==> src/rtl/riscv_pkg.sv <==
// Shared constants and types for the instruction-fetch front end.
package riscv_pkg;

  localparam int unsigned XLEN_DEFAULT = 32;
  localparam int unsigned INST_W       = 32;
  localparam int unsigned PC_STEP      = 4;

  typedef struct packed {
    logic [XLEN_DEFAULT-1:0] pc;
    logic [INST_W-1:0]       inst;
  } fetch_entry_t;

endpackage

==> src/rtl/if_prefetch_if.sv <==
// Instruction-memory request/grant/response bus between the prefetcher and memory.
interface if_prefetch_if #(
  parameter int unsigned XLEN = riscv_pkg::XLEN_DEFAULT
) ();

  logic                        req;
  logic [XLEN-1:0]             addr;
  logic                        gnt;
  logic                        rvalid;
  logic [riscv_pkg::INST_W-1:0] rdata;

  modport master (
    output req,
    output addr,
    input  gnt,
    input  rvalid,
    input  rdata
  );

  modport slave (
    input  req,
    input  addr,
    output gnt,
    output rvalid,
    output rdata
  );

endinterface

==> src/rtl/if_fifo.sv <==
// Synchronous FIFO with occupancy count and single-cycle flush; DEPTH must be a power of 2.
module if_fifo #(
  parameter int unsigned DEPTH = 4,
  parameter int unsigned WIDTH = 64
) (
  input  logic                   clk,
  input  logic                   rst_n,
  input  logic                   push_i,
  input  logic                   pop_i,
  input  logic                   flush_i,
  input  logic [WIDTH-1:0]       wdata_i,
  output logic [WIDTH-1:0]       rdata_o,
  output logic [$clog2(DEPTH):0] count_o,
  output logic                   full_o,
  output logic                   empty_o
);

  localparam int unsigned AW = $clog2(DEPTH);

  logic [WIDTH-1:0] mem_q [DEPTH];
  logic [AW-1:0]    wptr_q, wptr_d;
  logic [AW-1:0]    rptr_q, rptr_d;
  logic [AW:0]      count_q, count_d;
  logic             do_push, do_pop;

  assign do_push = push_i && !flush_i;
  assign do_pop  = pop_i && !flush_i && (count_q != '0);

  always_comb begin
    wptr_d  = wptr_q;
    rptr_d  = rptr_q;
    count_d = count_q;
    if (flush_i) begin
      wptr_d  = '0;
      rptr_d  = '0;
      count_d = '0;
    end else begin
      if (do_push) wptr_d = wptr_q + AW'(1);
      if (do_pop)  rptr_d = rptr_q + AW'(1);
      count_d = count_q + (AW+1)'(do_push) - (AW+1)'(do_pop);
    end
  end

  always_ff @(posedge clk) begin
    if (!rst_n) begin
      wptr_q  <= '0;
      rptr_q  <= '0;
      count_q <= '0;
    end else begin
      wptr_q  <= wptr_d;
      rptr_q  <= rptr_d;
      count_q <= count_d;
    end
  end

  // Storage needs no reset: nothing is read while the count is zero.
  always_ff @(posedge clk) begin
    if (do_push) mem_q[wptr_q] <= wdata_i;
  end

  assign rdata_o = mem_q[rptr_q];
  assign count_o = count_q;
  assign full_o  = (count_q == (AW+1)'(DEPTH));
  assign empty_o = (count_q == '0);

endmodule

==> src/rtl/if_prefetch.sv <==
// Decoupled instruction prefetcher: credit-limited in-order fetch into a PC-tagged FIFO,
// with redirect flush and discard of responses that belong to the old stream.
module if_prefetch
  import riscv_pkg::*;
#(
  parameter int unsigned     XLEN     = XLEN_DEFAULT,
  parameter int unsigned     DEPTH    = 4,
  parameter logic [XLEN-1:0] RESET_PC = '0
) (
  input  logic                   clk,
  input  logic                   rst_n,
  input  logic                   jmp,
  input  logic [XLEN-1:0]        new_inst_addr,
  input  logic                   if_stall,
  output logic                   inst_valid_o,
  output logic [INST_W-1:0]      inst_o,
  output logic [XLEN-1:0]        inst_addr_o,
  if_prefetch_if.master          imem,
  output logic [$clog2(DEPTH):0] outstanding_o
);

  localparam int unsigned CW = $clog2(DEPTH) + 1;

  typedef logic [CW-1:0] cnt_t;
  typedef struct packed {
    logic [XLEN-1:0]   pc;
    logic [INST_W-1:0] inst;
  } entry_t;

  logic [XLEN-1:0] fetch_pc_q, fetch_pc_d;
  logic [XLEN-1:0] rsp_pc_q, rsp_pc_d;
  logic [XLEN-1:0] hold_addr_q, hold_addr_d;
  cnt_t            outstanding_q, outstanding_d;
  cnt_t            drop_cnt_q, drop_cnt_d;
  logic            stale_q, stale_d;
  logic            pending_q, pending_d;

  cnt_t            fifo_count, out_acc;
  logic            credit_ok, grant, rsp_v, rsp_drop;
  logic            fifo_push, fifo_pop, fifo_full, fifo_empty;
  logic [XLEN-1:0] target;
  entry_t          wr_entry, head;

  assign target    = new_inst_addr & ~XLEN'(3);
  assign credit_ok = (32'(outstanding_q) + 32'(fifo_count)) < DEPTH;

  assign imem.req  = rst_n && (pending_q || credit_ok);
  // A request caught by a redirect keeps its old address until it is granted.
  assign imem.addr = stale_q ? hold_addr_q : fetch_pc_q;

  assign grant     = imem.req && imem.gnt;
  assign rsp_v     = imem.rvalid && (outstanding_q != '0);
  assign rsp_drop  = rsp_v && (drop_cnt_q != '0);
  // Credit already guarantees space; the full term only guards against a broken memory.
  assign fifo_push = rsp_v && !rsp_drop && !jmp && !fifo_full;
  assign fifo_pop  = !fifo_empty && !if_stall && !jmp;
  assign out_acc   = outstanding_q + cnt_t'(grant) - cnt_t'(rsp_v);

  assign wr_entry.pc   = rsp_pc_q;
  assign wr_entry.inst = imem.rdata;

  always_comb begin
    fetch_pc_d    = fetch_pc_q;
    rsp_pc_d      = rsp_pc_q;
    hold_addr_d   = hold_addr_q;
    stale_d       = stale_q;
    drop_cnt_d    = drop_cnt_q;
    outstanding_d = out_acc;
    pending_d     = imem.req && !imem.gnt;

    if (rsp_drop) drop_cnt_d = drop_cnt_q - cnt_t'(1);
    if (grant) begin
      if (stale_q) begin
        drop_cnt_d = drop_cnt_d + cnt_t'(1);
        stale_d    = 1'b0;
      end else begin
        fetch_pc_d = fetch_pc_q + XLEN'(PC_STEP);
      end
    end
    if (fifo_push) rsp_pc_d = rsp_pc_q + XLEN'(PC_STEP);

    if (jmp) begin
      fetch_pc_d = target;
      rsp_pc_d   = target;
      drop_cnt_d = out_acc;
      if (imem.req && !imem.gnt) begin
        stale_d     = 1'b1;
        hold_addr_d = imem.addr;
      end
    end
  end

  always_ff @(posedge clk) begin
    if (!rst_n) begin
      fetch_pc_q    <= RESET_PC;
      rsp_pc_q      <= RESET_PC;
      hold_addr_q   <= '0;
      stale_q       <= 1'b0;
      drop_cnt_q    <= '0;
      outstanding_q <= '0;
      pending_q     <= 1'b0;
    end else begin
      fetch_pc_q    <= fetch_pc_d;
      rsp_pc_q      <= rsp_pc_d;
      hold_addr_q   <= hold_addr_d;
      stale_q       <= stale_d;
      drop_cnt_q    <= drop_cnt_d;
      outstanding_q <= outstanding_d;
      pending_q     <= pending_d;
    end
  end

  if_fifo #(
    .DEPTH (DEPTH),
    .WIDTH (XLEN + INST_W)
  ) u_fifo (
    .clk     (clk),
    .rst_n   (rst_n),
    .push_i  (fifo_push),
    .pop_i   (fifo_pop),
    .flush_i (jmp),
    .wdata_i (wr_entry),
    .rdata_o (head),
    .count_o (fifo_count),
    .full_o  (fifo_full),
    .empty_o (fifo_empty)
  );

  assign inst_valid_o  = !fifo_empty;
  assign inst_o        = fifo_empty ? '0 : head.inst;
  assign inst_addr_o   = fifo_empty ? '0 : head.pc;
  assign outstanding_o = outstanding_q;

endmodule

==> src/flat_wrapper.sv <==
// flat-port wrapper written by rule: the top's interface ports become plain ports
module if_prefetch_flat import riscv_pkg::*;
#(
  parameter int unsigned     XLEN     = XLEN_DEFAULT,
  parameter int unsigned     DEPTH    = 4,
  parameter logic [XLEN-1:0] RESET_PC = '0
)
  (clk, rst_n, jmp, new_inst_addr, if_stall, inst_valid_o, inst_o, inst_addr_o, outstanding_o, imem_req, imem_addr, imem_gnt, imem_rvalid, imem_rdata);
  if_prefetch_if #(.XLEN(XLEN)) imem_i ();
  input  logic clk;
  input  logic rst_n;
  input  logic jmp;
  input  logic [XLEN-1:0] new_inst_addr;
  input  logic if_stall;
  output logic inst_valid_o;
  output logic [INST_W-1:0] inst_o;
  output logic [XLEN-1:0] inst_addr_o;
  output logic [$clog2(DEPTH):0] outstanding_o;
  output wire logic [$bits(imem_i.req)-1:0] imem_req;
  output wire logic [$bits(imem_i.addr)-1:0] imem_addr;
  input wire logic [$bits(imem_i.gnt)-1:0] imem_gnt;
  input wire logic [$bits(imem_i.rvalid)-1:0] imem_rvalid;
  input wire logic [$bits(imem_i.rdata)-1:0] imem_rdata;
  assign imem_req = imem_i.req;
  assign imem_addr = imem_i.addr;
  assign imem_i.gnt = imem_gnt;
  assign imem_i.rvalid = imem_rvalid;
  assign imem_i.rdata = imem_rdata;
  if_prefetch #(.XLEN(XLEN), .DEPTH(DEPTH), .RESET_PC(RESET_PC)) u_core (.clk(clk), .rst_n(rst_n), .jmp(jmp), .new_inst_addr(new_inst_addr), .if_stall(if_stall), .inst_valid_o(inst_valid_o), .inst_o(inst_o), .inst_addr_o(inst_addr_o), .imem(imem_i), .outstanding_o(outstanding_o));
endmodule
==> config.mk <==
export PLATFORM = sky130hd
export DESIGN_NAME = if_prefetch_flat
export DESIGN_NICKNAME = d
export VERILOG_FILES = /design/src/rtl/riscv_pkg.sv /design/src/rtl/if_prefetch_if.sv /design/src/rtl/if_fifo.sv /design/src/rtl/if_prefetch.sv /design/src/flat_wrapper.sv
export SDC_FILE = /design/constraint.sdc
export NUM_CORES = 1
export LEC_CHECK = 0
export CORE_ASPECT_RATIO = 0.6
export CORE_MARGIN = 2
export CORE_UTILIZATION = 35
export DETAILED_ROUTE_END_ITERATION = 8
export PLACE_DENSITY = 0.54
export SETUP_SLACK_MARGIN = 0.3
export SLEW_MARGIN = 5
export SYNTH_ARGS = -nofsm -noshare
export SYNTH_HDL_FRONTEND = slang
export SYNTH_SLANG_ARGS = --single-unit
==> constraint.sdc <==
create_clock -name clk -period 3.8 [get_ports clk]
set_input_delay 0.76 -clock clk [delete_from_list [all_inputs] [get_ports clk]]
set_output_delay 0.76 -clock clk [all_outputs]
set_load 0.02 [all_outputs]
# After elaboration in Yosys (flattened, before gate mapping)
# Memories as Yosys holds them, arrays and structs flattened. A register that Yosys moved wholly into a read port is not among the register bits.
# Index checks and enable logic that the tools add are counted.
dict set report totals {
  elab_cells 78
  in_bits 70
  regBits 111
  output_inout_bits 101
  ramBits 256
  memories 1
}
# memory depth word_bits rd rd_ports_with_merged_regs wr line_no
set memory_table {}
lappend memory_table {u_core.u_fifo.mem_q 4 64 1 1 1 if_fifo.sv:20} ;# logic [WIDTH-1:0] mem_q [DEPTH];
dict set report op_classes {
  add_sub_neg 11
  n_lt_le_gt_ge 1
  n_reduce_logical 30
  eq_ne 2
  n_bitwise 2
  n_mux 19
}
# cell n
set op_table {}
lappend op_table {{two-way mux 32 bit} 8}
lappend op_table {{adder 32 x 3 -> 32 bit (second input constant)} 2}
lappend op_table {{< comparator 32 x 3 -> 1 bit (second input constant)} 1}
lappend op_table {{logical AND 1 bit} 13}
lappend op_table {{two-way mux 3 bit} 4}
lappend op_table {{nonzero test 3 bit} 3}
lappend op_table {{adder 3 x 1 -> 3 bit} 2}
lappend op_table {{zero test 1 bit} 6}
lappend op_table {{AND reduction 2 bit} 3}
lappend op_table {{subtractor 3 x 1 -> 3 bit} 2}
lappend op_table {{two-way mux 1 bit} 5}
lappend op_table {{adder 2 x 1 -> 2 bit (second input constant)} 2}
lappend op_table {{adder 3 x 3 -> 4 bit} 1}
lappend op_table {{two-way mux 2 bit} 2}
lappend op_table {{nonzero test 2 bit} 2}
lappend op_table {{adder 3 x 1 -> 3 bit (second input constant)} 1}
lappend op_table {{== test 3 bit (second input constant)} 1}
lappend op_table {{zero test 3 bit} 1}
lappend op_table {{subtractor 3 x 1 -> 3 bit (second input constant)} 1}
lappend op_table {{!= test 2 bit (second input constant)} 1}
lappend op_table {{inverter 1 bit} 2}
lappend op_table {{OR reduction 2 bit} 1}
lappend op_table {{logical OR 1 bit} 1}

# Logic depth before layout (Yosys ltp)
dict set report depth {
  depth_word 10
  depth_mapped 13
  ltp_nobuf 12
}

# Cells and area by module
# Synthesis repeated with hierarchy kept, for this count alone.
dict set report hier_totals {
  cells_unflattened 1049
  hier_area_um2 15469.8
}
# mod cells_per_inst area_per_inst_um2 n_inst seq_area_each_um2
set modules_own_cells {}
lappend modules_own_cells {if_fifo 384 9809.4 1 7867.5}
lappend modules_own_cells {if_prefetch 665 5660.4 1 2001.9}

# Worst setup path after synthesis
# OpenSTA, ideal clock, no wires.
dict set report synth_path {
  kind {input-to-reg}
  start {input port imem_rvalid}
  end {memory u_core.u_fifo.mem_q[1][0], enable pin}
  required_ns 3.374
  t_arrival_ns 2.973
  path_slack_ns 0.400
  setup_time_ns 0.426
  n_path_buf 1
  stages 4
  cell_sequence {o31a_1 > and4_1 > clkbuf_1 > and2_1}
}
dict set report synth_between {
  elab_chain_cells 9
}
# element line_no
set synth_rtl {}
lappend synth_rtl {{start, declared} flat_wrapper.sv:22} ;# input wire logic [$bits(imem_i.rvalid)-1:0] imem_rvalid;
lappend synth_rtl {{logical AND 1 bit (*)} if_prefetch.sv:52} ;# assign rsp_v = imem.rvalid && (outstanding_q != '0);
lappend synth_rtl {{logical AND 1 bit} if_prefetch.sv:53} ;# assign rsp_drop = rsp_v && (drop_cnt_q != '0);
lappend synth_rtl {{zero test 1 bit} if_prefetch.sv:55} ;# assign fifo_push = rsp_v && !rsp_drop && !jmp && !fifo_full;
lappend synth_rtl {{logical AND 1 bit (*) (3 in series)} if_prefetch.sv:55}
lappend synth_rtl {{logical AND 1 bit (*)} if_fifo.sv:26} ;# assign do_push = push_i && !flush_i;
lappend synth_rtl {{two-way mux 1 bit (*)} if_fifo.sv:58} ;# if (do_push) mem_q[wptr_q] <= wdata_i;
lappend synth_rtl {{two-way mux 1 bit (not written as such) (*)} if_fifo.sv:58}
lappend synth_rtl {{end, declared} if_fifo.sv:20}
# Every way passes the cells marked *; elsewhere a longest branch is shown, timed or not.

==> summary.txt <==
Setup path
  • Crit-path slowest cell: mux4_2
  • Worst reg2reg setup slack: 0.90 ns
  • Worst-path fanout max: 16
  • Top delay family on crit path: buffers and inverters
  • WP depth: 4
  • CP Cell Sequence: buf_6 -> mux4_2 -> nor2b_1 -> clkdlybuf4s50_1
  • CP arrival: roughly 2.5 ns
  • CP Capture Type: primary output
  • Crit-path max cell delay: slightly below 0.6 ns
  • WS Path Type: register to primary output
  • CP required: between 3 and 4 ns
  • Register-to-Register Path Depth: 8
  • Buf+Inv Stages, Crit Path: 2
  • Worst reg2reg path startpoint: u_core.outstanding_o[2]
  • Worst r2r dst: u_core.fetch_pc_q[31]
  • Startpoint Class: register
  • Critical Path Sink: inst_addr_o[11]

Global routing
  • Maximum number of pins on one net before global-route repair: 83
  • GRT Residual Overflow: 0
  • Busiest grt layer: met2
  • GRT Resource Usage Total: about 16%
  • GR Util met3: 2.84%
  • Vias in the first global route: 9282
  • M2 GR Usage: around a quarter
  • Initial antenna violation count: 0
  • First-pass GRT wire length: around 55000 um
  • GR Util met1: 23.2%

Synthesis
  • Top-count cell post-synth: edfxtp_1
  • Synth Area in XOR/XNOR: approximately 2.3%
  • Primary FF master, synth: edfxtp_1
  • Synth Area in Simple Gates: between 10% and 20%
  • Register area share after synthesis: about 64%
  • Post-synth EDFFs: about 250
  • Mapped cell area: 15100 um2
  • Synth top area cells: edfxtp_1 (49%), dfxtp_1 (14%), mux4_2 (9.3%)
  • Synth top area share: 49.4%
  • Synth Instances: around 1000
  • Multiplexer area fraction after synthesis: 13.4%
  • Main combinational cell family by area after synthesis: multiplexers
  • Cell variety after synth: between 60 and 70
  • #FFs+latches synth: between 300 and 400
  • Adder-Cell Fraction of Synth Area: ~1.5%
  • Synth cell count leaders: edfxtp_1 (248), dfxtp_1 (109), nor2b_1 (98), mux4_2 (62), o21ai_0 (48)
  • Syn_area_per_cell: between 10 and 15 um2
  • Synth area leader: edfxtp_1
  • Yosys warning count: 0
  • Post-synthesis compound-gate area fraction: under 10%
  • Asr flop ratio synth: 0%

Die
  • Initial Utilization: about 36%
  • Die Wd: ~270 um
  • Core area: approximately 42000 um2
  • Die Area: 44800 um2
  • FP Rows: 58
  • Top Ports: around 170
  • Die height: around 160 um

Worst hold path
  • Worst Hold Class: register to register
  • Worst hold stages: 1

Clock network
  • Total CTS buffers: 37
  • H-Tree Depth: 2
  • Clock-pin transition on the worst setup and hold timing paths: approximately 0.06 ns
  • CTS sink cnt: around 360
  • CTS root buf: clkbuf_16
  • CTS tree: built
  • Deepest clock path buffer count: 3
  • Hold buffers post-CTS: 0
  • Clock latency on the worst-skew pair: 0.53 ns

STA
  • Actual slew at the worst max-slew pin: about 1 ns
  • Final setup TNS: 0 ns
  • Final Hold Viols: 0
  • FMAX: 0.303 GHz
  • Tmin final: 3.30 ns
  • Setup slack after layout: 0.496 ns
  • Rel. slew slack: roughly a third
  • Max-slew violations: 0
  • Setup violators final: 0
  • Fin crit share: 86.9%
  • RSZ-0062 raised after global routing: false
  • Clock Skews: about 0.017 ns

Layout
  • Area grow syn2layout: 24.0%
  • Diode count: 0
  • Post-Layout Cell Count: 1817
  • Share of cells above drive strength 1: between 10% and 20%
  • Final core occ: between 40% and 50%
  • Finished Cell Area: between 15000 and 20000 um2
  • Final nets: approximately 1300

Power
  • Power per Cell Area: 497 nW/um2
  • Worst ir drop on vdd: ~0.28 mV
  • LEAKAGE: between 5 and 6 nW

Placed design
  • # port buffers: between 150 and 200
  • Placed inst area: about 18000 um2
  • RD Place Congestion: between 0.8 and 0.9
  • DP Cell Count: between 1500 and 2000
  • Setup Slack @ Placement: a little under 0.6 ns
  • Post-DP HPWL: about 23000 um

Detailed routing
  • Routed WL: around 35000 um
  • Vias per cell: 5.04
  • Iter 0 DRT Violations: about 650
  • Final antenna-violating net count: 0
  • Avg WL per Cell: approximately 20 um
  • Vias: 9154
  • Remaining DRCs: 0
  • Drt pass-1 iters: 5

Run
  • Max-cap viol count: 0

Status
  • Outcome: completed
## worst min-delay path by stage
| stage | to | from | slack [ns] |
|---|---|---|---|
| floorplan | u_core.hold_addr_q[0] | u_core.hold_addr_q[0] | 0.43 |
| detailed placement | u_core.hold_addr_q[0] | u_core.hold_addr_q[0] | 0.44 |
| global placement | u_core.hold_addr_q[0] | u_core.hold_addr_q[0] | 0.43 |
| CTS | u_core.hold_addr_q[0] | u_core.hold_addr_q[0] | 0.44 |
| global route | u_core.hold_addr_q[0] | u_core.hold_addr_q[0] | 0.48 |
| finish | u_core.hold_addr_q[0] | u_core.hold_addr_q[0] | 0.44 |
## registers in the layout (all words and copies together) (netlist names), named ones only
name	flops
u_core.u_fifo.mem_q	248
u_core.hold_addr_q	32
u_core.fetch_pc_q	30
u_core.rsp_pc_q	30
u_core.drop_cnt_q	3
u_core.outstanding_o	3
u_core.u_fifo.count_o	3
u_core.u_fifo.rptr_q	2
u_core.u_fifo.wptr_q	2
u_core.pending_q	1
## area by class of cell
type                       count  area, um2
inverter                      24       90.1
fill                        3830      23500
clock inverter                19        155
tap                          570        713
multi-input combinational    602       5140
clock buffer                  47        985
sequential                   357       9640
timing repair buffer         198       2000
## power breakdown
part	internal, W	switching [W]	leakage [nW]	total (W)
clock	0.00198	0.00148	0.543	0.00346
sequential	0.00438	0.000147	3.15	0.00453
combinational	0.000604	0.000718	2.24	0.00132
total	0.00696	0.00235	5.94	0.00931
## metal layers
metal  vias up  share of wire (%)
met3        45                4.4
li1       4340                  -
met5         -                  0
met2       182                 45
met1      4587                 50
met4         0                1.5
## through the flow
| step | hold WS [ns] | total power (W) |
|---|---|---|
| after global placement | 0.434 | 0.00593 |
| final | 0.444 | 0.00931 |
| after floorplan | 0.425 | 0.00538 |
| after global routing | 0.475 | 0.00974 |
| after detailed placement | 0.437 | 0.00594 |
| after CTS | 0.445 | 0.00945 |
## logic make-up after synthesis
group           Yosys count
compound gates          136
xor+xnor                 40
other cells               1
fa+ha+maj                17
flops                   357
simple gates            286
mux                     121
buf+inv                  85
## placed cells by master (no fill, tap or decap), types with 32 or more instances in the layout
master and instances:
dfxtp_1 107, nand2_1 38, a21oi_1 41, mux2i_1 32, nor2b_1 98, clkdlybuf4s50_1 165, mux4_2 62, edfxtp_1 248
o21ai_0 48, clkbuf_16 38
## what timing repair did
action                     in CTS  in global routing
gates resized for setup         0                  2
buffers inserted                0                  1
setup endpoints to repair       0                 13
Note: power is estimated with default switching activity, not from simulation.
